File: src/rtl/bus_ctrl_pkg.sv
// Shared types and default constants for the bus controller and its wait generator.
package bus_ctrl_pkg;

    typedef enum logic [1:0] {
        BOOT      = 2'd0,
        TO_NORMAL = 2'd1,
        NORMAL    = 2'd2,
        TO_BOOT   = 2'd3
    } reloc_state_t;

    localparam logic [15:0] DEF_RELOC_MASK  = 16'hC000;
    localparam logic [7:0]  DEF_RELOC_PORT  = 8'h1F;
    localparam int          DEF_NUM_IO      = 2;
    localparam logic [7:0]  DEF_IO_BASE     = 8'hFE;
    localparam int          DEF_WAIT_CYCLES = 2;
    localparam logic [3:0]  DEF_WAIT_PAGE   = 4'hC;

endpackage

File: src/rtl/bus_wait_gen.sv
// Wait-state generator: stretches each qualifying memory/I-O access once by WAIT_CYCLES clocks.
module bus_wait_gen
    import bus_ctrl_pkg::*;
#(
    parameter int         WAIT_CYCLES = DEF_WAIT_CYCLES,
    parameter logic [3:0] WAIT_PAGE   = DEF_WAIT_PAGE
) (
    input  logic       clk,
    input  logic       reset,
    input  logic [3:0] page,
    input  logic       mreq_n,
    input  logic       iorq_n,
    input  logic       rd_n,
    input  logic       wr_n,
    input  logic       m1_n,
    output logic       wait_n
);

    logic [3:0] count;
    logic [3:0] count_nxt;
    logic       done;
    logic       done_nxt;
    logic       qualify;
    logic       bus_idle;

    // Interrupt-acknowledge cycles (iorq_n=0 with m1_n=0) are not stretched.
    assign qualify  = ((!mreq_n && page == WAIT_PAGE) || (!iorq_n && m1_n)) && (!rd_n || !wr_n);
    assign bus_idle = mreq_n && iorq_n;

    always_comb begin
        count_nxt = count;
        done_nxt  = done;
        if (count != 4'd0) begin
            count_nxt = count - 4'd1;
            if (count == 4'd1) begin
                done_nxt = 1'b1;
            end
        end else if (!done && qualify) begin
            count_nxt = 4'(WAIT_CYCLES);
            done_nxt  = (WAIT_CYCLES == 0);
        end
        if (bus_idle) begin
            done_nxt = 1'b0;
        end
    end

    always_ff @(posedge clk) begin
        if (reset) begin
            count  <= 4'd0;
            done   <= 1'b0;
            wait_n <= 1'b1;
        end else begin
            count  <= count_nxt;
            done   <= done_nxt;
            wait_n <= (count_nxt == 4'd0);
        end
    end

endmodule

File: src/rtl/bus_ctrl.sv
// CPU bus controller: boot-time address relocation, strobe decode, I/O select and read mux.
// Optional wait-state generation is enabled by defining BUS_CTRL_WAIT_EN.
module bus_ctrl
    import bus_ctrl_pkg::*;
#(
    parameter logic [15:0] RELOC_MASK  = DEF_RELOC_MASK,
    parameter logic [7:0]  RELOC_PORT  = DEF_RELOC_PORT,
    parameter int          NUM_IO      = DEF_NUM_IO,
    parameter logic [7:0]  IO_BASE     = DEF_IO_BASE,
    parameter int          WAIT_CYCLES = DEF_WAIT_CYCLES,
    parameter logic [3:0]  WAIT_PAGE   = DEF_WAIT_PAGE
) (
    input  logic                  clk,
    input  logic                  reset,
    input  logic [15:0]           a_raw,
    input  logic                  mreq_n,
    input  logic                  iorq_n,
    input  logic                  rd_n,
    input  logic                  wr_n,
    input  logic                  m1_n,
    input  logic [7:0]            cpu_dout,
    input  logic [7:0]            mem_dout,
    input  logic [NUM_IO*8-1:0]   io_dout,
    output logic [15:0]           addr,
    output logic [7:0]            cpu_din,
    output logic                  mem_en,
    output logic                  mem_rd,
    output logic                  mem_wr,
    output logic [NUM_IO-1:0]     io_sel,
    output logic                  wait_n,
    output logic                  reloc_active
);

    reloc_state_t state;
    reloc_state_t state_nxt;
    logic         ctrl_wr;
    logic [7:0]   io_byte;

    assign ctrl_wr      = !iorq_n && !wr_n && (a_raw[7:0] == RELOC_PORT);
    assign reloc_active = (state == BOOT) || (state == TO_NORMAL);
    assign addr         = reloc_active ? (a_raw | RELOC_MASK) : a_raw;

    assign mem_en = !mreq_n;
    assign mem_rd = !mreq_n && !rd_n;
    assign mem_wr = !mreq_n && !wr_n;

    // Ports are compared in 9 bits so a channel past 8'hFF can never alias onto a low port.
    always_comb begin
        io_sel = '0;
        for (int i = 0; i < NUM_IO; i++) begin
            if (!iorq_n && m1_n && (({1'b0, IO_BASE} + 9'(i)) == {1'b0, a_raw[7:0]})) begin
                io_sel[i] = 1'b1;
            end
        end
    end

    always_comb begin
        io_byte = 8'h00;
        for (int i = 0; i < NUM_IO; i++) begin
            if (io_sel[i]) begin
                io_byte = io_byte | io_dout[8*i +: 8];
            end
        end
        if (!mreq_n) begin
            cpu_din = mem_dout;
        end else if (io_sel != '0) begin
            cpu_din = io_byte;
        end else begin
            cpu_din = 8'hFF;
        end
    end

    // The TO_* states hold the old mapping until the OUT cycle finishes.
    always_comb begin
        state_nxt = state;
        case (state)
            BOOT:      if (ctrl_wr && !cpu_dout[0]) state_nxt = TO_NORMAL;
            TO_NORMAL: if (iorq_n)                  state_nxt = NORMAL;
            NORMAL:    if (ctrl_wr && cpu_dout[0])  state_nxt = TO_BOOT;
            TO_BOOT:   if (iorq_n)                  state_nxt = BOOT;
            default:                                state_nxt = BOOT;
        endcase
    end

    always_ff @(posedge clk) begin
        if (reset) begin
            state <= BOOT;
        end else begin
            state <= state_nxt;
        end
    end

`ifdef BUS_CTRL_WAIT_EN
    bus_wait_gen #(
        .WAIT_CYCLES (WAIT_CYCLES),
        .WAIT_PAGE   (WAIT_PAGE)
    ) u_wait_gen (
        .clk    (clk),
        .reset  (reset),
        .page   (a_raw[15:12]),
        .mreq_n (mreq_n),
        .iorq_n (iorq_n),
        .rd_n   (rd_n),
        .wr_n   (wr_n),
        .m1_n   (m1_n),
        .wait_n (wait_n)
    );
`else
    assign wait_n = 1'b1;
`endif

endmodule
File: config.mk
export PLATFORM = sky130hd
export DESIGN_NAME = bus_ctrl
export DESIGN_NICKNAME = d
export VERILOG_FILES = /design/src/rtl/bus_ctrl_pkg.sv /design/src/rtl/bus_wait_gen.sv /design/src/rtl/bus_ctrl.sv
export SDC_FILE = /design/constraint.sdc
export NUM_CORES = 1
export LEC_CHECK = 0
export ABC_AREA = 1
export CAP_MARGIN = 15
export CELL_PAD_IN_SITES_DETAIL_PLACEMENT = 2
export CELL_PAD_IN_SITES_GLOBAL_PLACEMENT = 2
export CORE_ASPECT_RATIO = 1.4
export CORE_MARGIN = 2
export CORE_UTILIZATION = 10
export DETAILED_ROUTE_END_ITERATION = 8
export HOLD_SLACK_MARGIN = 0.02
export PLACE_DENSITY = 0.87
export SLEW_MARGIN = 15
export SYNTH_ARGS = -nofsm -noshare
export SYNTH_HDL_FRONTEND = slang
export SYNTH_SLANG_ARGS = --single-unit
File: constraint.sdc
create_clock -name clk -period 1.5 [get_ports clk]
set_input_delay 0.3 -clock clk [delete_from_list [all_inputs] [get_ports clk]]
set_output_delay 0.3 -clock clk [all_outputs]
set_load 0.05 [all_outputs]
==> metrics.cfg <==
[status]
status = finished, violations left
violations = negative setup slack

[global_route]
grt_first_pass_wirelength_um = 5350
grt_pass1_vias = 1146
gr-total-overflow = 0
grt_start_max_net_pins = 11
antenna_found_initial = 0
grtUsageTotal_pct = 9.62

[worst_hold_path]
min_path_cells = 0
min_from = a_raw[8]
min_to = addr[8]
min_path_type = in -> out

[synthesis]
synth_seq_cells = 2
avgSynthCellArea_um2 = 5.90
synth.distinct_cells = 21
postSynthCellCount = 104
ys_seq_area_share_pct = 6.53
synthesis.nets = 163
netlist_area_um2 = 613
synth_top_area_share_pct = 18.4
synth_area_leaders = buf_4 (18%), nand2_1 (11%), nor2_1 (10%)
yosys_warnings = 0
synth.largest_area_cell = buf_4

[final_layout]
nets = 245
top_regs = state (2)
largest_reg_flops = 2
top_register = state
drive_gt1_share_pct = 59.8
antenna_cells = 0
final_core_util_pct = 32.8
fillCellCount = 662
area_growth_pct = 216

[worst_setup_path]
cp_common_cell = inv_4
setup.worst_path.class = reg -> out
critical_path_required_ps = 1200
r2r_setup_slack_ps = 90
worstPathMaxFanout = 3
max_stage_delay_ps = 370
cp_slowest_cell = dfxtp_4
path_cells = inv_4, ha_4, inv_4, nand2_4, or2_4, buf_8
r2r-end = state[0]
r2r-start = state[1]
cp.arrival_ps = 1260
worstRegToRegCells = 7
endpoint_kind = primary output
crit_path_start_kind = flip-flop

[power_and_ir_drop]
p_leak_nw = 0.812
peakVddDrop_mv = 0.858
p_total_mw = 1.80
p_per_area_mw_per_mm2 = 930

[routing]
vias = 972
vias_per_cell = 3.83
wl_per_cell_um = 13.0
drc = 0
first_pass_iters = 4
initialDrtViolationCount = 12
antenna_left = 0
wirelength_um = 3300

[placed_design]
gp_congestion = 0.731
post-dp-hpwl_um = 2610
port_buffers = 65

[clocking]
clock-root-buffer = clkbuf_8
cts_htree_levels = 1
cts.sinks = 2
cts_made_buffers = 3
insertion_delay_ps = 210
tritoncts = done
clk_path_buf_depth = 2
clkTransAtPathRegs_ps = 30
hold_buffers = 0

[timing]
rsz0062_at_grt = true
finalSetupViolations = 10
finalHoldViolCount = 0
fin_crit_ps = 1560
fmax_mhz = 640
min_period_over_period_pct = 104
final.setup.worst_slack_ps = -63.6
fin_skew_ps = 1.03
maxSlewViolCount = 0
setup-tns-final_ps = -411

[floorplan]
coreArea_mm2 = 0.00590
die-area_mm2 = 0.00678
io_pins = 86
initial_core_util_pct = 10.4
placementRows = 33
die_h_um = 96.6
die_w_um = 70.2

[flow_run]
drv_cap = 0

==> cell usage after synthesis (all sizes together) <==
cell type,count
a31oi,8
o21ai,1
nor2,20
buf,16
nand4,3
nand2,20
dfxtp,2
ha,4
nand3,11
or2,2
inv,15
conb,1
clkbuf,1
==> per-stage QoR <==
stage	setup WS [ps]	cell area, um2	hold WS (ps)	instances
after global routing	-122	1930	600	254
after CTS	-147	1810	600	251
final	-63.6	1930	600	254
after detailed placement	-592	1590	600	242
after global placement	-555	1590	572	242
after floorplan	-142	684	456	104
==> worst max-delay path, delay by kind of cell (launching register included) <==
family,cells,cell delay (ps)
simple gates,2,270
flops,1,370
buf+inv,3,250
fa+ha+maj,1,160
==> routing by layer <==
layer | vias up | share of wire, % | wire length [um] | GRT usage (%)
met5 | - | 0 | 0 | 0
met4 | 0 | 0 | 0 | 2.22
met3 | 0 | 4.9 | 163 | 0.833
met2 | 36 | 60 | 1980 | 19.4
met1 | 461 | 35 | 1160 | 10.4
li1 | 475 | - | - | -
==> layout by cell type (no fill, tap or decap) <==
cell / n
a31oi_4: 8
buf_12: 16
buf_2: 4
buf_4: 26
buf_6: 11
buf_8: 2
clkbuf_16: 1
clkbuf_2: 1
clkbuf_8: 3
clkdlybuf4s50_1: 29
clkinv_8: 1
conb_1: 1
dfxtp_2: 1
dfxtp_4: 1
dlygate4sd2_1: 3
dlymetal6s2s_1: 1
ha_1: 1
ha_2: 1
ha_4: 2
inv_1: 7
inv_2: 3
inv_4: 4
nand2_1: 15
nand2_2: 3
nand2_4: 2
nand3_2: 10
nand3_4: 1
nand4_1: 2
nand4_4: 1
nor2_1: 14
nor2_2: 2
nor2_4: 4
o21ai_0: 1
or2_4: 2
==> timing repair <==
item / 4_1_cts / 5_1_grt
buffers inserted: 6 / 2
gates resized for setup: 74 / 22
setup endpoints to repair: 17 / 15
gates cloned: 0 / 1
pin swaps: 9 / 11
==> layout make-up <==
| type | instances | area [um2] | share of cell area, % |
|---|---|---|---|
| inverter | 15 | 78.8 | 4.08 |
| clock buffer | 3 | 41.3 | 2.13 |
| sequential | 2 | 45.0 | 2.33 |
| timing repair buffer | 94 | 1050 | 54.2 |
| multi-input combinational | 70 | 633 | 32.7 |
| tap | 70 | 87.6 | 4.53 |
==> how the worst max path moves through the flow <==
stage / start / end / slack, ps / cells after the start
final: state[0] / addr[14] / -60 / 6
after global routing: state[0] / addr[14] / -120 / 6
after CTS: iorq_n / cpu_din[4] / -150 / 9
after detailed placement: a_raw[3] / cpu_din[4] / -590 / 8
after global placement: a_raw[7] / cpu_din[2] / -550 / 8
after floorplan: a_raw[3] / io_sel[0] / -140 / 4
==> report_power, final <==
part / internal, mW / switching [mW]
combinational: 0.744 / 0.722
sequential: 0.0906 / 0.0319
clock: 0.170 / 0.0408
==> cell families after synthesis <==
group                      synth area share [%]
AOI/OAI and AO/OA                          8.98
and+or+nand+nor                            44.9
DFF                                        6.53
other                                     0.612
adders and majority gates                  8.16
buffers and inverters                      30.8
No activity file was read; power rests on OpenSTA's default activity.
